**config.mk**
```make
export PLATFORM = sky130hd
export DESIGN_NAME = uart_tx_cfg_flat
export DESIGN_NICKNAME = d
export VERILOG_FILES = /design/src/rtl/uart_pkg.sv /design/src/rtl/uart_tx_cfg_if.sv /design/src/rtl/uart_tx_fifo.sv /design/src/rtl/uart_tx_cfg.sv /design/src/flat_wrapper.sv
export SDC_FILE = /design/constraint.sdc
export NUM_CORES = 1
export LEC_CHECK = 0
export CAP_MARGIN = 20
export CORE_MARGIN = 4
export CORE_UTILIZATION = 25
export DETAILED_ROUTE_END_ITERATION = 8
export GPL_TIMING_DRIVEN = 0
export RECOVER_POWER = 100
export SKIP_CTS_REPAIR_TIMING = 1
export SLEW_MARGIN = 40
export SYNTH_ARGS = -nofsm -noshare
export SYNTH_HDL_FRONTEND = slang
export SYNTH_SLANG_ARGS = --single-unit
```
**constraint.sdc**
```tcl
create_clock -name i_wb_clk -period 4.9 [get_ports i_wb_clk]
set_input_delay 0.735 -clock i_wb_clk [delete_from_list [all_inputs] [get_ports i_wb_clk]]
set_output_delay 0.735 -clock i_wb_clk [all_outputs]
set_load 0.1 [all_outputs]
```
**src/rtl/uart_pkg.sv**
```systemverilog
// uart_pkg: shared definitions for the configurable UART transmitter.
//   tx_state_e   serialiser FSM state encoding
//   PAR_*        runtime parity-mode codes (2'b11 behaves as PAR_NONE)
//   DIV_MIN      smallest usable clocks-per-bit value
//   par_enabled  true when a parity bit is part of the frame
//   par_bit      parity bit to send, given the XOR of all data bits
package uart_pkg;

  typedef enum logic [2:0] {
    ST_IDLE   = 3'd0,
    ST_START  = 3'd1,
    ST_DATA   = 3'd2,
    ST_PARITY = 3'd3,
    ST_STOP   = 3'd4
  } tx_state_e;

  localparam logic [1:0] PAR_NONE = 2'b00;
  localparam logic [1:0] PAR_ODD  = 2'b01;
  localparam logic [1:0] PAR_EVEN = 2'b10;

  localparam int unsigned DIV_MIN = 32'd2;

  function automatic logic par_enabled(input logic [1:0] mode);
    return (mode == PAR_ODD) || (mode == PAR_EVEN);
  endfunction

  // Even mode sends the XOR of the word, odd mode its inverse.
  function automatic logic par_bit(input logic [1:0] mode, input logic xor_all);
    return (mode == PAR_ODD) ? ~xor_all : xor_all;
  endfunction

endpackage

```
**src/rtl/uart_tx_cfg_if.sv**
```systemverilog
// uart_tx_cfg_if: word handshake between the service bus logic and the
// transmitter queue.
//   i_data   word offered for transmission
//   i_valid  word is being offered
//   o_ready  transmitter can take a word this cycle (queue not full)
// The master modport belongs to the word producer, slave to the transmitter.
interface uart_tx_cfg_if #(
  parameter int DATA_BITS = 8
);
  logic [DATA_BITS-1:0] i_data;
  logic                 i_valid;
  logic                 o_ready;

  modport master (output i_data, output i_valid, input o_ready);
  modport slave  (input i_data, input i_valid, output o_ready);
endinterface

```
**src/rtl/uart_tx_fifo.sv**
```systemverilog
// uart_tx_fifo: circular word queue in front of the serialiser.
//   i_wb_clk/i_rst_n  clock, asynchronous active-low reset
//   i_push/i_push_data  write a word (ignored while full)
//   i_pop/o_pop_data    read port; o_pop_data shows the head word
//   o_full/o_empty      occupancy flags
//   o_level             number of stored words
// FIFO_DEPTH must be a power of two so the pointers wrap on their own.
module uart_tx_fifo #(
  parameter int  DATA_BITS  = 8,
  parameter int  FIFO_DEPTH = 4,
  localparam int PTR_W      = $clog2(FIFO_DEPTH),
  localparam int LVL_W      = PTR_W + 1
) (
  input  logic                 i_wb_clk,
  input  logic                 i_rst_n,
  input  logic                 i_push,
  input  logic [DATA_BITS-1:0] i_push_data,
  input  logic                 i_pop,
  output logic [DATA_BITS-1:0] o_pop_data,
  output logic                 o_full,
  output logic                 o_empty,
  output logic [LVL_W-1:0]     o_level
);

  logic [DATA_BITS-1:0] mem_r [FIFO_DEPTH];
  logic [PTR_W-1:0]     wr_ptr_r;
  logic [PTR_W-1:0]     rd_ptr_r;
  logic [LVL_W-1:0]     level_r;
  logic                 push_s;
  logic                 pop_s;

  assign o_full     = (level_r == LVL_W'(FIFO_DEPTH));
  assign o_empty    = (level_r == {LVL_W{1'b0}});
  assign o_level    = level_r;
  assign o_pop_data = mem_r[rd_ptr_r];
  assign push_s     = i_push && !o_full;
  assign pop_s      = i_pop && !o_empty;

  // Storage array; cleared on reset so a flushed queue holds no stale words.
  always_ff @(posedge i_wb_clk or negedge i_rst_n) begin
    if (!i_rst_n) begin
      for (int i = 0; i < FIFO_DEPTH; i++) begin
        mem_r[i] <= {DATA_BITS{1'b0}};
      end
    end else if (push_s) begin
      mem_r[wr_ptr_r] <= i_push_data;
    end
  end

  // Pointers and occupancy; simultaneous push and pop leave the level alone.
  always_ff @(posedge i_wb_clk or negedge i_rst_n) begin
    if (!i_rst_n) begin
      wr_ptr_r <= {PTR_W{1'b0}};
      rd_ptr_r <= {PTR_W{1'b0}};
      level_r  <= {LVL_W{1'b0}};
    end else begin
      if (push_s) wr_ptr_r <= wr_ptr_r + PTR_W'(1);
      if (pop_s)  rd_ptr_r <= rd_ptr_r + PTR_W'(1);
      case ({push_s, pop_s})
        2'b10:   level_r <= level_r + LVL_W'(1);
        2'b01:   level_r <= level_r - LVL_W'(1);
        default: level_r <= level_r;
      endcase
    end
  end

endmodule

```
**src/rtl/uart_tx_cfg.sv**
```systemverilog
// uart_tx_cfg: buffered UART transmitter with build-time word width and
// run-time divisor, parity and stop-bit count. Words are sent LSB first,
// queued words follow each other with no idle gap.
//   i_wb_clk/i_rst_n  clock, asynchronous active-low reset
//   bus               word handshake (i_data, i_valid, o_ready = !full)
//   i_div             clocks per bit; 0 and 1 behave as 2
//   i_parity          00 none, 01 odd, 10 even, 11 none
//   i_stop2           two stop bits when set
//   o_tx              registered serial line, idles high
//   o_busy            frame in flight or words queued
//   o_done            one-cycle pulse after each frame's last stop bit
//   o_level           queue occupancy
// Divisor, parity and stop setting are latched when a frame starts.
module uart_tx_cfg
  import uart_pkg::*;
#(
  parameter int  DATA_BITS  = 8,
  parameter int  FIFO_DEPTH = 4,
  parameter int  DIV_W      = 16,
  localparam int LVL_W      = $clog2(FIFO_DEPTH) + 1
) (
  input  logic             i_wb_clk,
  input  logic             i_rst_n,
  uart_tx_cfg_if.slave     bus,
  input  logic [DIV_W-1:0] i_div,
  input  logic [1:0]       i_parity,
  input  logic             i_stop2,
  output logic             o_tx,
  output logic             o_busy,
  output logic             o_done,
  output logic [LVL_W-1:0] o_level
);

  localparam int               IDX_W     = $clog2(DATA_BITS);
  localparam logic [IDX_W-1:0] LAST_IDX  = IDX_W'(DATA_BITS - 1);
  localparam logic [DIV_W-1:0] DIV_FLOOR = DIV_W'(DIV_MIN);

  tx_state_e            state_r, state_s;
  logic [DIV_W-1:0]     cnt_r, cnt_s;
  logic [IDX_W-1:0]     idx_r, idx_s;
  logic [DATA_BITS-1:0] shift_r, shift_s;
  logic                 par_acc_r, par_acc_s;
  logic                 stop_half_r, stop_half_s;
  logic [DIV_W-1:0]     div_r, div_s;
  logic [1:0]           par_mode_r, par_mode_s;
  logic                 stop2_r, stop2_s;
  logic                 tx_r, tx_s;
  logic                 done_r, done_s;
  logic                 busy_r, busy_s;
  logic                 load_s;

  logic                 fifo_full_s;
  logic                 fifo_empty_s;
  logic [LVL_W-1:0]     fifo_level_s;
  logic [DATA_BITS-1:0] fifo_data_s;
  logic                 push_s;
  logic [DIV_W-1:0]     div_eff_s;
  logic                 bit_end_s;
  logic [LVL_W-1:0]     lvl_next_s;

  assign bus.o_ready = !fifo_full_s;
  assign push_s      = bus.i_valid && !fifo_full_s;
  assign div_eff_s   = (i_div < DIV_FLOOR) ? DIV_FLOOR : i_div;
  assign bit_end_s   = (cnt_r == (div_r - DIV_W'(1)));
  // Occupancy after this edge, so o_busy can be registered without lag.
  assign lvl_next_s  = fifo_level_s + LVL_W'(push_s) - LVL_W'(load_s);

  uart_tx_fifo #(
    .DATA_BITS  (DATA_BITS),
    .FIFO_DEPTH (FIFO_DEPTH)
  ) u_fifo (
    .i_wb_clk    (i_wb_clk),
    .i_rst_n     (i_rst_n),
    .i_push      (push_s),
    .i_push_data (bus.i_data),
    .i_pop       (load_s),
    .o_pop_data  (fifo_data_s),
    .o_full      (fifo_full_s),
    .o_empty     (fifo_empty_s),
    .o_level     (fifo_level_s)
  );

  // Serialiser next-state, bit timing and line level.
  always_comb begin
    state_s     = state_r;
    cnt_s       = cnt_r;
    idx_s       = idx_r;
    shift_s     = shift_r;
    par_acc_s   = par_acc_r;
    stop_half_s = stop_half_r;
    tx_s        = tx_r;
    done_s      = 1'b0;
    load_s      = 1'b0;

    case (state_r)
      ST_IDLE: begin
        tx_s  = 1'b1;
        cnt_s = {DIV_W{1'b0}};
        if (!fifo_empty_s) begin
          load_s = 1'b1;
        end else begin
          state_s = ST_IDLE;
        end
      end

      ST_START: begin
        if (bit_end_s) begin
          state_s = ST_DATA;
          cnt_s   = {DIV_W{1'b0}};
          idx_s   = {IDX_W{1'b0}};
          tx_s    = shift_r[0];
        end else begin
          cnt_s = cnt_r + DIV_W'(1);
        end
      end

      ST_DATA: begin
        if (bit_end_s) begin
          cnt_s     = {DIV_W{1'b0}};
          par_acc_s = par_acc_r ^ shift_r[0];
          if (idx_r == LAST_IDX) begin
            if (par_enabled(par_mode_r)) begin
              state_s = ST_PARITY;
              tx_s    = par_bit(par_mode_r, par_acc_r ^ shift_r[0]);
            end else begin
              state_s     = ST_STOP;
              tx_s        = 1'b1;
              stop_half_s = 1'b0;
            end
          end else begin
            idx_s   = idx_r + IDX_W'(1);
            shift_s = {1'b0, shift_r[DATA_BITS-1:1]};
            tx_s    = shift_r[1];
          end
        end else begin
          cnt_s = cnt_r + DIV_W'(1);
        end
      end

      ST_PARITY: begin
        if (bit_end_s) begin
          state_s     = ST_STOP;
          cnt_s       = {DIV_W{1'b0}};
          tx_s        = 1'b1;
          stop_half_s = 1'b0;
        end else begin
          cnt_s = cnt_r + DIV_W'(1);
        end
      end

      ST_STOP: begin
        if (bit_end_s) begin
          cnt_s = {DIV_W{1'b0}};
          // Two stop bits run the stop timer twice.
          if (stop2_r && !stop_half_r) begin
            stop_half_s = 1'b1;
          end else begin
            done_s = 1'b1;
            if (!fifo_empty_s) begin
              load_s = 1'b1;
            end else begin
              state_s = ST_IDLE;
              tx_s    = 1'b1;
            end
          end
        end else begin
          cnt_s = cnt_r + DIV_W'(1);
        end
      end

      default: begin
        state_s = ST_IDLE;
        cnt_s   = {DIV_W{1'b0}};
        tx_s    = 1'b1;
      end
    endcase

    // Frame start: take the head word and freeze the run-time config.
    if (load_s) begin
      state_s     = ST_START;
      cnt_s       = {DIV_W{1'b0}};
      idx_s       = {IDX_W{1'b0}};
      shift_s     = fifo_data_s;
      par_acc_s   = 1'b0;
      stop_half_s = 1'b0;
      tx_s        = 1'b0;
      div_s       = div_eff_s;
      par_mode_s  = i_parity;
      stop2_s     = i_stop2;
    end else begin
      div_s      = div_r;
      par_mode_s = par_mode_r;
      stop2_s    = stop2_r;
    end

    busy_s = (state_s != ST_IDLE) || (lvl_next_s != {LVL_W{1'b0}});
  end

  // Serialiser registers; reset drives the line high at once and drops any frame.
  always_ff @(posedge i_wb_clk or negedge i_rst_n) begin
    if (!i_rst_n) begin
      state_r     <= ST_IDLE;
      cnt_r       <= {DIV_W{1'b0}};
      idx_r       <= {IDX_W{1'b0}};
      shift_r     <= {DATA_BITS{1'b0}};
      par_acc_r   <= 1'b0;
      stop_half_r <= 1'b0;
      div_r       <= {DIV_W{1'b0}};
      par_mode_r  <= PAR_NONE;
      stop2_r     <= 1'b0;
      tx_r        <= 1'b1;
      done_r      <= 1'b0;
      busy_r      <= 1'b0;
    end else begin
      state_r     <= state_s;
      cnt_r       <= cnt_s;
      idx_r       <= idx_s;
      shift_r     <= shift_s;
      par_acc_r   <= par_acc_s;
      stop_half_r <= stop_half_s;
      div_r       <= div_s;
      par_mode_r  <= par_mode_s;
      stop2_r     <= stop2_s;
      tx_r        <= tx_s;
      done_r      <= done_s;
      busy_r      <= busy_s;
    end
  end

  assign o_tx    = tx_r;
  assign o_done  = done_r;
  assign o_busy  = busy_r;
  assign o_level = fifo_level_s;

endmodule

```
**src/flat_wrapper.sv**
```systemverilog
// flat-port wrapper written by rule: the top's interface ports become plain ports
module uart_tx_cfg_flat import uart_pkg::*;
#(
  parameter int  DATA_BITS  = 8,
  parameter int  FIFO_DEPTH = 4,
  parameter int  DIV_W      = 16,
  localparam int LVL_W      = $clog2(FIFO_DEPTH) + 1
)
  (i_wb_clk, i_rst_n, i_div, i_parity, i_stop2, o_tx, o_busy, o_done, o_level, bus_i_data, bus_i_valid, bus_o_ready);
  uart_tx_cfg_if #(.DATA_BITS(DATA_BITS)) bus_i ();
  input  logic i_wb_clk;
  input  logic i_rst_n;
  input  logic [DIV_W-1:0] i_div;
  input  logic [1:0] i_parity;
  input  logic i_stop2;
  output logic o_tx;
  output logic o_busy;
  output logic o_done;
  output logic [LVL_W-1:0] o_level;
  input wire logic [$bits(bus_i.i_data)-1:0] bus_i_data;
  input wire logic [$bits(bus_i.i_valid)-1:0] bus_i_valid;
  output wire logic [$bits(bus_i.o_ready)-1:0] bus_o_ready;
  assign bus_i.i_data = bus_i_data;
  assign bus_i.i_valid = bus_i_valid;
  assign bus_o_ready = bus_i.o_ready;
  uart_tx_cfg #(.DATA_BITS(DATA_BITS), .FIFO_DEPTH(FIFO_DEPTH), .DIV_W(DIV_W)) u_core (.i_wb_clk(i_wb_clk), .i_rst_n(i_rst_n), .bus(bus_i), .i_div(i_div), .i_parity(i_parity), .i_stop2(i_stop2), .o_tx(o_tx), .o_busy(o_busy), .o_done(o_done), .o_level(o_level));
endmodule
```
==> key figures, run 1 <==
Outcome
  – Run status: complete, but fails checks
  – Failing checks: max-capacitance violations, max-slew violations

Place
  – I/O Buffers: 36
  – Hpwl dp: roughly 8 mm
  – Pre-CTS WS: -0.883 ns
  – Final GP Congestion: ~0.81

Synthesis
  – Yosys warnings: 0
  – Cells after synthesis: 436
  – Sequential fraction of the synthesis area: 47.9%
  – Ys async rst share: 100%
  – Post-synth EDFFs: 0
  – Primary FF master, synth: dfrtp_1
  – Mapped Nets: ~480
  – Syn avg cell area: about 11 um2
  – Unique cell type count in the Yosys netlist: 52
  – Yosys top cell area share: a little under half
  – #FFs+latches synth: just over 90
  – Count leader, synth: dfrtp_1
  – Mapped Area: roughly 0.005 mm2
  – Synth area leaders: dfrtp_1, mux2_2, xnor2_1, mux4_2, xor2_1
  – Yosys top cell by area: dfrtp_1
  – Top cells by count, synth: dfrtp_1, mux2_2, nor2_1

Floorplanning
  – Placement row count: 50
  – Initial Util: 25.7%
  – Core area: ~0.019 mm2
  – Die Wd: 147 um
  – DIE HEIGHT: 147 um
  – IO Pins: 37
  – Die area: between 0.02 and 0.025 mm2

Clocking
  – CTS HTree Levels: 3
  – # clock sinks: between 90 and 100
  – CTS tree: built
  – Clock-pin slew on the worst setup and hold paths: 0.06 ns
  – Clock root buffer: clkbuf_16
  – Clk buf depth: 2
  – Worst skew pair latency: roughly 0.35 ns
  – CTS Buf Count: 9

Global route
  – GRT Util Overall: a little over a tenth
  – Largest net degree at the start of global routing: 56
  – Vias in the first global route: 3593
  – First-pass GRT wire length: 18.3 mm
  – Gr ovfl total: 0
  – Number of antenna violations at the first check in global routing: 0

Route
  – Routed WL: 10.8 mm
  – Drt initial violations: 162
  – Vias: about 3400
  – Routed len/inst: ~14 um
  – Remaining DRCs: 0
  – Pre-antenna DRT Iters: 4
  – Post-route ant nets: 0
  – DR vias/cell: roughly 4.5

Setup path
  – Worst EP arrival: 4.85 ns
  – Crit path kind: flop to flop
  – CP cell instances: nor4_4, and4b_1, a21oi_1, or4_1, or4_4, buf_6, o31ai_4, buf_6, buf_8, xnor2_1, ha_2, fa_2, xnor2_2, xnor2_1, nor3_2, o21ai_1, or4b_1
  – Slowest CP cell: or4_1
  – Endpoint kind of the worst setup timing path: flop
  – WP data required: a little over 5 ns
  – Worst Setup Start Kind: flop
  – Crit path max fanout: 7
  – Slowest cell delay on critical path: about 0.52 ns

Finish
  – ANT cells: 0
  – # nets final: between 500 and 600
  – Syn-to-layout area delta: 23.0%
  – Fraction of layout cells with a size suffix above 1: ~22%

Timing
  – Tcrit/Tclk final: between 90% and 100%
  – RSZ-0062 raised after global routing: no
  – Final hold vios: 0
  – Clk_skew: between 0.01 and 0.015 ns
  – Peak Freq: approximately 220 MHz
  – Max-slew violations: 40
  – Relative slew slack: -34.9%
  – # setup viols final: 0
  – Tmin final: about 4.6 ns
  – Fin worst setup slack: between 0.2 and 0.3 ns
  – Worst Tran Pin Value: around 2.0 ns

Power and ir drop
  – Clk pwr share: roughly 28%
  – Comb pwr share: slightly below 30%
  – Design Power: roughly 2.6 mW
  – Sw Share: about a third
  – Cell Pwr Density: approximately 440 mW/mm2
  – Max VDD drop: ~0.20 mV
  – Int Power: 1.77 mW
  – Net Switching: around 0.83 mW
  – Leak Pwr: between 2 and 2.5 nW
  – Sequential share of power: roughly 42%

Hold path
  – Tightest Hold Check Type: flop to flop

Flow run
  – Max Cap Viol: 1
per-stage QoR:
step | util [%] | hold slack, ns | setup TNS, ns | cells | area (um2)
finish | 31.6 | 0.485 | 0 | 759 | 5970
floorplan | - | 0.439 | 0 | 436 | 4860
global placement | 29.3 | 0.481 | -18.28 | 732 | 5540
detailed placement | 29.3 | 0.478 | -0.998 | 733 | 5540
global route | 31.6 | 0.501 | 0 | 759 | 5970
CTS | 31.0 | 0.292 | -1.01 | 749 | 5860
layout by cell type, fill, tap and decap left out, types with 3 or more instances in the layout:
| master | netlist | final |
|---|---|---|
| dfrtp_1 | 92 | 90 |
| mux2_2 | 47 | 47 |
| nor2_1 | 38 | 38 |
| nand2_1 | 37 | 37 |
| xnor2_1 | 30 | 29 |
| clkdlybuf4s50_1 | 0 | 27 |
| xor2_1 | 18 | 18 |
| o21ai_0 | 18 | 17 |
| inv_1 | 18 | 16 |
| nand3_1 | 14 | 14 |
| clkbuf_1 | 7 | 14 |
| buf_4 | 0 | 10 |
| ha_1 | 11 | 9 |
| clkbuf_16 | 0 | 9 |
| mux2i_1 | 8 | 8 |
| mux4_2 | 8 | 8 |
| a21oi_1 | 8 | 8 |
| nor3_1 | 7 | 6 |
| and3_1 | 5 | 5 |
| and2_1 | 5 | 4 |
| o22ai_1 | 4 | 4 |
| a31oi_1 | 4 | 4 |
| nand4_1 | 4 | 4 |
| buf_2 | 8 | 4 |
| o21ai_1 | 3 | 4 |
| nor4_1 | 3 | 3 |
| clkbuf_8 | 0 | 3 |
worst max-delay path: cells and delay by family (launching register included):
family          cells  cell delay [ns]
simple gates        6             2.30
fa+ha+maj           2             0.55
flops               1             0.48
buf+inv             3             0.42
compound gates      3             0.39
xor+xnor            3             0.35
logic make-up (layout without fill, tap and decap cells):
family / after synthesis / count (layout) / synth area share, %
AO/OA/AOI/OAI: 49 / 49 / 6.18
XOR/XNOR: 48 / 48 / 8.66
adder cells (fa/ha/maj): 13 / 13 / 3.66
buffers and inverters: 34 / 97 / 2.83
flip-flops: 93 / 93 / 47.9
multiplexers: 63 / 63 / 16.3
AND/OR/NAND/NOR: 136 / 136 / 14.5
layout make-up:
cell class	count	area (um2)
inverter	18	67.6
sequential	93	2330
tap	260	325
fill	1924	12900
clock buffer	12	267
clock inverter	4	52.6
multi-input combinational	309	2440
timing repair buffer	47	390
buffer	16	96.3
worst paths after layout:
path | startpoint | to | slack, ns | depth (start not counted)
worst max-delay path | u_core.div_r[4] | u_core.o_busy | 0.26 | 17
worst min-delay path | u_core.o_tx | u_core.o_tx | 0.48 | 1
min in group asynchronous | i_rst_n | u_core.o_busy | 0.96 | 1
worst min register to register | u_core.o_tx | u_core.o_tx | 0.48 | 1
max in group asynchronous | i_rst_n | u_core.div_r[0] | 1.65 | 2
worst max register to register | u_core.div_r[4] | u_core.o_busy | 0.26 | 17
power groups by stage:
stage / combinational, mW / sequential [mW] / clock, mW
floorplan: 0.505 / 1.16 / 0
global placement: 0.739 / 1.10 / 0
detailed placement: 0.760 / 1.11 / 0
CTS: 0.761 / 1.10 / 0.751
global route: 0.843 / 1.13 / 0.783
finish: 0.765 / 1.10 / 0.739
sequential cells by signal (all words and copies together), names as in the netlist, 2 cells and up:
register,count
u_core.shift_r,8
u_core.u_fifo.o_level,3
u_core.cnt_r,16
u_core.state_r,3
u_core.idx_r,3
u_core.par_mode_r,2
u_core.u_fifo.wr_ptr_r,2
u_core.div_r,16
u_core.u_fifo.mem_r,32
u_core.u_fifo.rd_ptr_r,2
metal layers:
| layer | share of wire (%) | global-route usage [%] | vias up |
|---|---|---|---|
| met5 | 0 | 0 | - |
| met2 | 48 | 17.2 | 65 |
| met1 | 46 | 13.3 | 1690 |
| li1 | - | - | 1643 |
| met4 | 1.4 | 2.98 | 0 |
| met3 | 4.7 | 3.19 | 12 |
(Power assumes the default switching activity.)
==> run 2, diff against run 1 <==
--- a/config.mk
+++ b/config.mk
@@ -12,7 +12,6 @@
 export GPL_TIMING_DRIVEN = 0
 export RECOVER_POWER = 100
 export SKIP_CTS_REPAIR_TIMING = 1
-export SLEW_MARGIN = 40
 export SYNTH_ARGS = -nofsm -noshare
 export SYNTH_HDL_FRONTEND = slang
 export SYNTH_SLANG_ARGS = --single-unit
==> key figures, run 2 (synthesis results as in run 1) <==
Timing
  – RSZ-0062 raised after global routing: no
  – Clk_skew: 0.00974 ns (-0.000844 ns)
  – Tmin final: 4.69 ns (+0.0534 ns)
  – Worst Tran Pin Value: 2.07 ns (+0.0411 ns)
  – Hold Slack: 0.488 ns (+0.00378 ns)
  – # setup viols final: 0 (unchanged)
  – Peak Freq: 213 MHz (-1.1%)
  – Final hold vios: 0 (unchanged)
  – Relative slew slack: -37.7% (-2.7 points)
  – Tcrit/Tclk final: 95.7% (+1.1 points)
  – Max-slew violations: 40 (unchanged)

Finish
  – Fraction of layout cells with a size suffix above 1: 21.8% (-0.20 points)
  – Design Area, Final: 0.00599 mm2 (+0.23%)
  – Final Instance Count excl. Fillers: 759 (unchanged)
  – Most frequent cells in the layout: dfrtp_1, mux2_2, nor2_1, nand2_1, xnor2_1
  – ANT cells: 0 (unchanged)
  – Regs by FF count: u_core.u_fifo.mem_r: 32 flops, u_core.cnt_r: 16 flops, u_core.div_r: 16 flops
  – FILL cells: 1916 (-0.42%)
  – Max reg flops: 32 (unchanged)
  – Syn-to-layout area delta: 23.3%
  – Commonest non-fill, non-tap cell in the layout: dfrtp_1
  – # nets final: 537 (unchanged)
  – Top reg by flops: u_core.u_fifo.mem_r

Clocking
  – CTS Buf Count: 9 (unchanged)
  – Clk buf depth: 2 (unchanged)
  – CTS tree: built
  – Worst skew pair latency: 0.34 ns (about the same)
  – CTS HTree Levels: 3 (unchanged)
  – Clock root buffer: clkbuf_16
  – Clock-pin slew on the worst setup and hold paths: 0.07 ns (about the same)
  – # clock sinks: 93 (unchanged)

Power and ir drop
  – Sequential share of power: 42.9% (+0.6 points)
  – Max VDD drop: 0.174 mV (-12%)
  – Net Switching: 0.861 mW (+3.8%)
  – Leak Pwr: 2.49 nW (+0.15%)
  – Sw Share: 33.6% (+1.7 points)
  – Comb pwr share: 30.5% (+1.1 points)
  – Int Power: 1.71 mW (-3.8%)
  – Cell Pwr Density: 429 mW/mm2 (-1.6%)
  – Clk pwr share: 26.6% (-1.8 points)

Setup path
  – Flop-to-flop setup slack: 0.21 ns (-0.05 ns)
  – Worst EP arrival: 4.90 ns (+0.05 ns)
  – Endpoint kind of the worst setup timing path: flop
  – CP cell instances: nor4_4, and4b_1, a21oi_1, or4_1, or4_4, buf_6, o31ai_4, buf_6, buf_8, xnor2_1, ha_2, fa_2, xnor2_2, xnor2_1, nor3_2, o21ai_1, or4b_1
  – FF-to-FF End: u_core.o_busy
  – R2r worst-path depth: 17 (unchanged)
  – Slowest CP cell: or4b_1
  – Worst setup path start: u_core.div_r[0]
  – WP data required: 5.11 ns (about the same)
  – Crit path kind: flop to flop
  – Worst Setup Start Kind: flop
  – Slowest cell delay on critical path: 0.54 ns (+0.02 ns)
  – Worst r2r src: u_core.div_r[0]
  – Worst Setup EP: u_core.o_busy
  – Crit path max fanout: 7 (unchanged)

Floorplanning
  – Core area: 0.0189 mm2 (unchanged)
  – Placement row count: 50 (unchanged)
  – Initial Util: 25.7% (unchanged)
  – Die area: 0.0217 mm2 (unchanged)
  – Die Wd: 147 um (unchanged)
  – DIE HEIGHT: 147 um (unchanged)
  – IO Pins: 37 (unchanged)

Route
  – Drt initial violations: 108 (-33%)
  – Routed len/inst: 14.4 um (+0.93%)
  – Routed WL: 10.9 mm (+0.93%)
  – DR vias/cell: 4.56 (+1.5%)
  – Remaining DRCs: 0 (unchanged)
  – Post-route ant nets: 0 (unchanged)
  – Pre-antenna DRT Iters: 4 (unchanged)
  – Vias: 3460 (+1.5%)

Global route
  – Vias in the first global route: 3598 (+0.14%)
  – Largest net degree at the start of global routing: 56 (unchanged)
  – GR Layer Usage met3: 3.22% (+0.031 points)
  – Met1 Usage GRT: 13.5% (+0.25 points)
  – Gr ovfl total: 0 (unchanged)
  – Grt peak-use layer: met2
  – First-pass GRT wire length: 18.3 mm (-0.22%)
  – GRT Util Overall: 10.5% (+0.044 points)
  – Met2 Usage GRT: 17.2% (unchanged)
  – Number of antenna violations at the first check in global routing: 0 (unchanged)

Place
  – I/O Buffers: 36 (unchanged)
  – Final GP Congestion: 0.809 (unchanged)
  – Post-DP Area: 0.00557 mm2 (+0.56%)
  – Cells after DPL: 733 (unchanged)
  – Hpwl dp: 7.98 mm (+1.3%)

Outcome
  – Run status: complete, but fails checks
  – Failing checks: max-capacitance violations, max-slew violations

Flow run
  – Max Cap Viol: 1 (unchanged)

Hold path
  – Tightest Hold Check Type: flop to flop
## run 2: cell count changes in the layout (fill, tap and decap cells not counted), moves of 3 or more
| cell | change |
|---|---|
| clkbuf_1 | -5 |
| clkbuf_8 | -3 |
| inv_8 | +3 |
| dlygate4sd3_1 | +7 |
## run 2: area by class of cell
cell class                      instances  area (um2)  share of cell area, %
Buffer                                 16        93.8                   1.57
Clock buffer                            9         225                   3.76
Clock inverter                          7        65.1                   1.09
Inverter                               18        67.6                   1.13
Multi-Input combinational cell        309        2440                   40.8
Sequential cell                        93        2330                   38.9
Tap cell                              260         325                   5.43
Timing Repair Buffer                   47         434                   7.25
## run 2: per-layer routing
metal | share of wire (%) | wire length (um)
met1 | 46 | 5050
met2 | 49 | 5330
met4 | 1.0 | 110
met5 | 0 | 0
met3 | 4.1 | 451
## run 2: power by group through the flow
| stage | sequential [mW] | clock, mW | combinational [mW] |
|---|---|---|---|
| final | 1.10 | 0.683 | 0.782 |
| after global routing | 1.13 | 0.739 | 0.858 |
| after CTS | 1.10 | 0.707 | 0.780 |
| after detailed placement | 1.12 | 0 | 0.778 |
| after global placement | 1.10 | 0 | 0.739 |
| after floorplan | 1.16 | 0 | 0.505 |
## run 2: through the flow
step | total power [mW] | worst slack [ns] | utilization, % | setup TNS [ns]
floorplan | 1.67 | 0.000729 | - | 0
global placement | 1.83 | -0.744 | 29.3 | -18.28
detailed placement | 1.89 | -0.854 | 29.5 | -0.951
CTS | 2.59 | -0.868 | 31.0 | -0.978
global route | 2.72 | 0.0131 | 31.7 | 0
finish | 2.57 | 0.209 | 31.7 | 0
## run 2: worst max-delay path, delay by kind of cell, from the launching register on
kind,cells,cell delay (ns)
adder cells (fa/ha/maj),2,0.55
XOR/XNOR,3,0.34
AND/OR/NAND/NOR,6,2.37
buffers and inverters,3,0.42
flip-flops,1,0.46
AO/OA/AOI/OAI,3,0.41
## run 2: how the worst min path moves through the flow
stage                                 startpoint                      to  slack (ns)  depth (start not counted)
after detailed placement             u_core.o_tx             u_core.o_tx        0.48                          1
final                                u_core.o_tx             u_core.o_tx        0.49                          1
after CTS                                i_rst_n           u_core.o_busy        0.36                          1
after global routing                 u_core.o_tx             u_core.o_tx        0.50                          1
after global placement    u_core.u_fifo.mem_r[9]  u_core.u_fifo.mem_r[9]        0.48                          1
after floorplan                          i_rst_n         u_core.cnt_r[0]        0.44                          0
==> run 3, diff against run 2 <==
--- a/config.mk
+++ b/config.mk
@@ -7,9 +7,10 @@
 export LEC_CHECK = 0
 export CAP_MARGIN = 20
 export CORE_MARGIN = 4
-export CORE_UTILIZATION = 25
+export CORE_UTILIZATION = 45
 export DETAILED_ROUTE_END_ITERATION = 8
 export GPL_TIMING_DRIVEN = 0
+export PLACE_DENSITY = 0.72
 export RECOVER_POWER = 100
 export SKIP_CTS_REPAIR_TIMING = 1
 export SYNTH_ARGS = -nofsm -noshare
==> key figures, run 3 (synthesis results as in run 1) <==
Outcome
  – Run status: complete, but fails checks
  – Failing checks: max-capacitance violations, max-slew violations

Finish
  – Final Util: 55.7% (+24 points)
  – Fraction of layout cells with a size suffix above 1: 21.9% (+0.069 points)
  – Max reg flops: 32 (unchanged)
  – FILL cells: 861 (-55%)
  – Syn-to-layout area delta: 19.3%
  – ANT cells: 0 (unchanged)
  – Commonest non-fill, non-tap cell in the layout: dfrtp_1
  – Top reg by flops: u_core.u_fifo.mem_r
  – # nets final: 540 (+0.56%)
  – Regs by FF count: u_core.u_fifo.mem_r: 32 flops, u_core.cnt_r: 16 flops, u_core.div_r: 16 flops
  – Most frequent cells in the layout: dfrtp_1, mux2_2, nor2_1, nand2_1, xnor2_1

Timing
  – Clk_skew: 0.00907 ns (-0.000678 ns)
  – Hold Slack: 0.494 ns (+0.00536 ns)
  – Setup tns final: 0 ns (unchanged)
  – Tmin final: 4.77 ns (+0.0788 ns)
  – # setup viols final: 0 (unchanged)
  – Final hold vios: 0 (unchanged)
  – Tcrit/Tclk final: 97.3% (+1.6 points)
  – Worst Tran Pin Value: 2.58 ns (+0.517 ns)
  – Max-slew violations: 46 (+15%)
  – Peak Freq: 210 MHz (-1.7%)
  – Relative slew slack: -72.2% (-34 points)

Global route
  – Number of antenna violations at the first check in global routing: 0 (unchanged)
  – Grt peak-use layer: met2
  – GR Layer Usage met3: 3.26% (+0.042 points)
  – GRT Util Overall: 16.5% (+6.0 points)
  – Vias in the first global route: 3480 (-3.3%)
  – Largest net degree at the start of global routing: 49 (-13%)
  – Met1 Usage GRT: 22.5% (+9.0 points)
  – First-pass GRT wire length: 16.8 mm (-7.8%)
  – Gr ovfl total: 0 (unchanged)
  – Met2 Usage GRT: 27.0% (+9.8 points)

Flow run
  – Max Cap Viol: 1 (unchanged)

Floorplanning
  – IO Pins: 37 (unchanged)
  – Placement row count: 37 (-26%)
  – Die Wd: 112 um (-24%)
  – DIE HEIGHT: 112 um (-24%)
  – Initial Util: 46.6% (+21 points)
  – Die area: 0.0125 mm2 (-42%)
  – Core area: 0.0104 mm2 (-45%)

Clocking
  – Worst skew pair latency: 0.36 ns (+0.02 ns)
  – CTS tree: built
  – CTS Buf Count: 9 (unchanged)
  – CTS HTree Levels: 3 (unchanged)
  – # clock sinks: 93 (unchanged)
  – Clock root buffer: clkbuf_8
  – Clock-pin slew on the worst setup and hold paths: 0.10 ns (+0.03 ns)
  – Clk buf depth: 2 (unchanged)

Place
  – Final GP Congestion: 0.824 (+1.8%)
  – Hpwl dp: 7.19 mm (-9.8%)
  – I/O Buffers: 36 (unchanged)

Setup path
  – Worst Setup Start Kind: flop
  – Flop-to-flop setup slack: 0.13 ns (-0.08 ns)
  – Worst EP arrival: 5.00 ns (+0.10 ns)
  – FF-to-FF End: u_core.o_busy
  – Worst r2r src: u_core.div_r[1]
  – R2r worst-path depth: 18 (+1)
  – Crit path kind: flop to flop
  – Endpoint kind of the worst setup timing path: flop
  – WP data required: 5.13 ns (+0.02 ns)
  – Crit path max fanout: 9 (+2)

Route
  – Remaining DRCs: 0 (unchanged)
  – Post-route ant nets: 0 (unchanged)
  – Vias: 3434 (-0.75%)
  – Pre-antenna DRT Iters: 4 (unchanged)
  – Routed WL: 10.0 mm (-8.4%)
  – Drt initial violations: 174 (+61%)
  – Routed len/inst: 15.7 um (+8.9%)
  – DR vias/cell: 5.38 (+18%)

Power and ir drop
  – Leak Pwr: 2.47 nW (-0.55%)
  – Max VDD drop: 0.257 mV (+48%)
  – Cell Pwr Density: 413 mW/mm2 (-3.7%)

Hold path
  – Hold path start: u_core.o_tx
  – Hold path depth: 1 (unchanged)
  – Hold endpoint: u_core.o_tx
  – Tightest Hold Check Type: flop to flop
==> run 3: changes by cell type in the layout (fill, tap and decap cells not counted), sizes merged <==
| cell | before | now |
|---|---|---|
| clkinv | 2 | 1 |
| clkbuf | 20 | 18 |
| buf | 17 | 22 |
| dlygate4sd3 | 8 | 7 |
| clkdlybuf4s50 | 27 | 28 |
| inv | 23 | 24 |
==> run 3: routing by layer <==
layer  share of wire [%]  routed length [um]
met4                0.95                  95
met2                  50                5050
met5                   0                   0
met1                  45                4490
met3                 3.7                 375
==> run 3: where the power goes <==
part / switching [mW] / leakage [nW] / internal [mW] / total, mW
clock: 0.304 / 0.102 / 0.203 / 0.507
sequential: 0.135 / 1.14 / 0.963 / 1.10
combinational: 0.400 / 1.23 / 0.387 / 0.788
total: 0.839 / 2.47 / 1.55 / 2.39
==> run 3: worst max path at each step <==
stage	start	end	slack, ns	cells past startpoint
2_1_floorplan	u_core.div_r[0]	u_core.o_busy	0.0007	19
3_3_place_gp	u_core.div_r[0]	u_core.o_busy	-0.66	19
3_5_place_dp	u_core.div_r[0]	u_core.o_busy	-0.77	19
4_1_cts	u_core.div_r[0]	u_core.o_busy	-0.80	19
5_1_grt	u_core.div_r[1]	u_core.o_busy	-0.03	18
6_report	u_core.div_r[1]	u_core.o_busy	0.13	18
==> run 3: stage by stage <==
step / std cells / power [mW] / cell area, um2 / worst slack, ns
2_1_floorplan: 436 / 1.67 / 4860 / 0.000729
3_3_place_gp: 608 / 1.83 / 5390 / -0.660
3_5_place_dp: 609 / 1.88 / 5410 / -0.767
4_1_cts: 625 / 2.40 / 5610 / -0.804
5_1_grt: 638 / 2.54 / 5800 / -0.0259
6_report: 638 / 2.39 / 5800 / 0.130
==> run 3: critical path, cell delays in order (launching register included) <==
cell and delay (ns):
dfrtp_2 0.43, buf_4 0.15, nor4_4 0.36, and4b_1 0.28, a21oi_1 0.05, or4_1 0.53
or4_4 0.44, buf_6 0.15, o31ai_4 0.26, buf_6 0.16, buf_8 0.12, xnor2_1 0.07
ha_2 0.18, fa_2 0.37, xnor2_2 0.14, xnor2_1 0.14, nor3_2 0.22, o21ai_0 0.10
or4b_1 0.47
==> run 3: final cells by class <==
cell class	instances	area, um2	share of cell area, %
buffer	15	86.3	1.49
timing repair buffer	51	499	8.61
tap	136	170	2.94
clock buffer	9	124	2.14
multi-input combinational	309	2440	42.2
clock inverter	7	73.8	1.27
sequential	93	2330	40.2
inverter	18	67.6	1.17
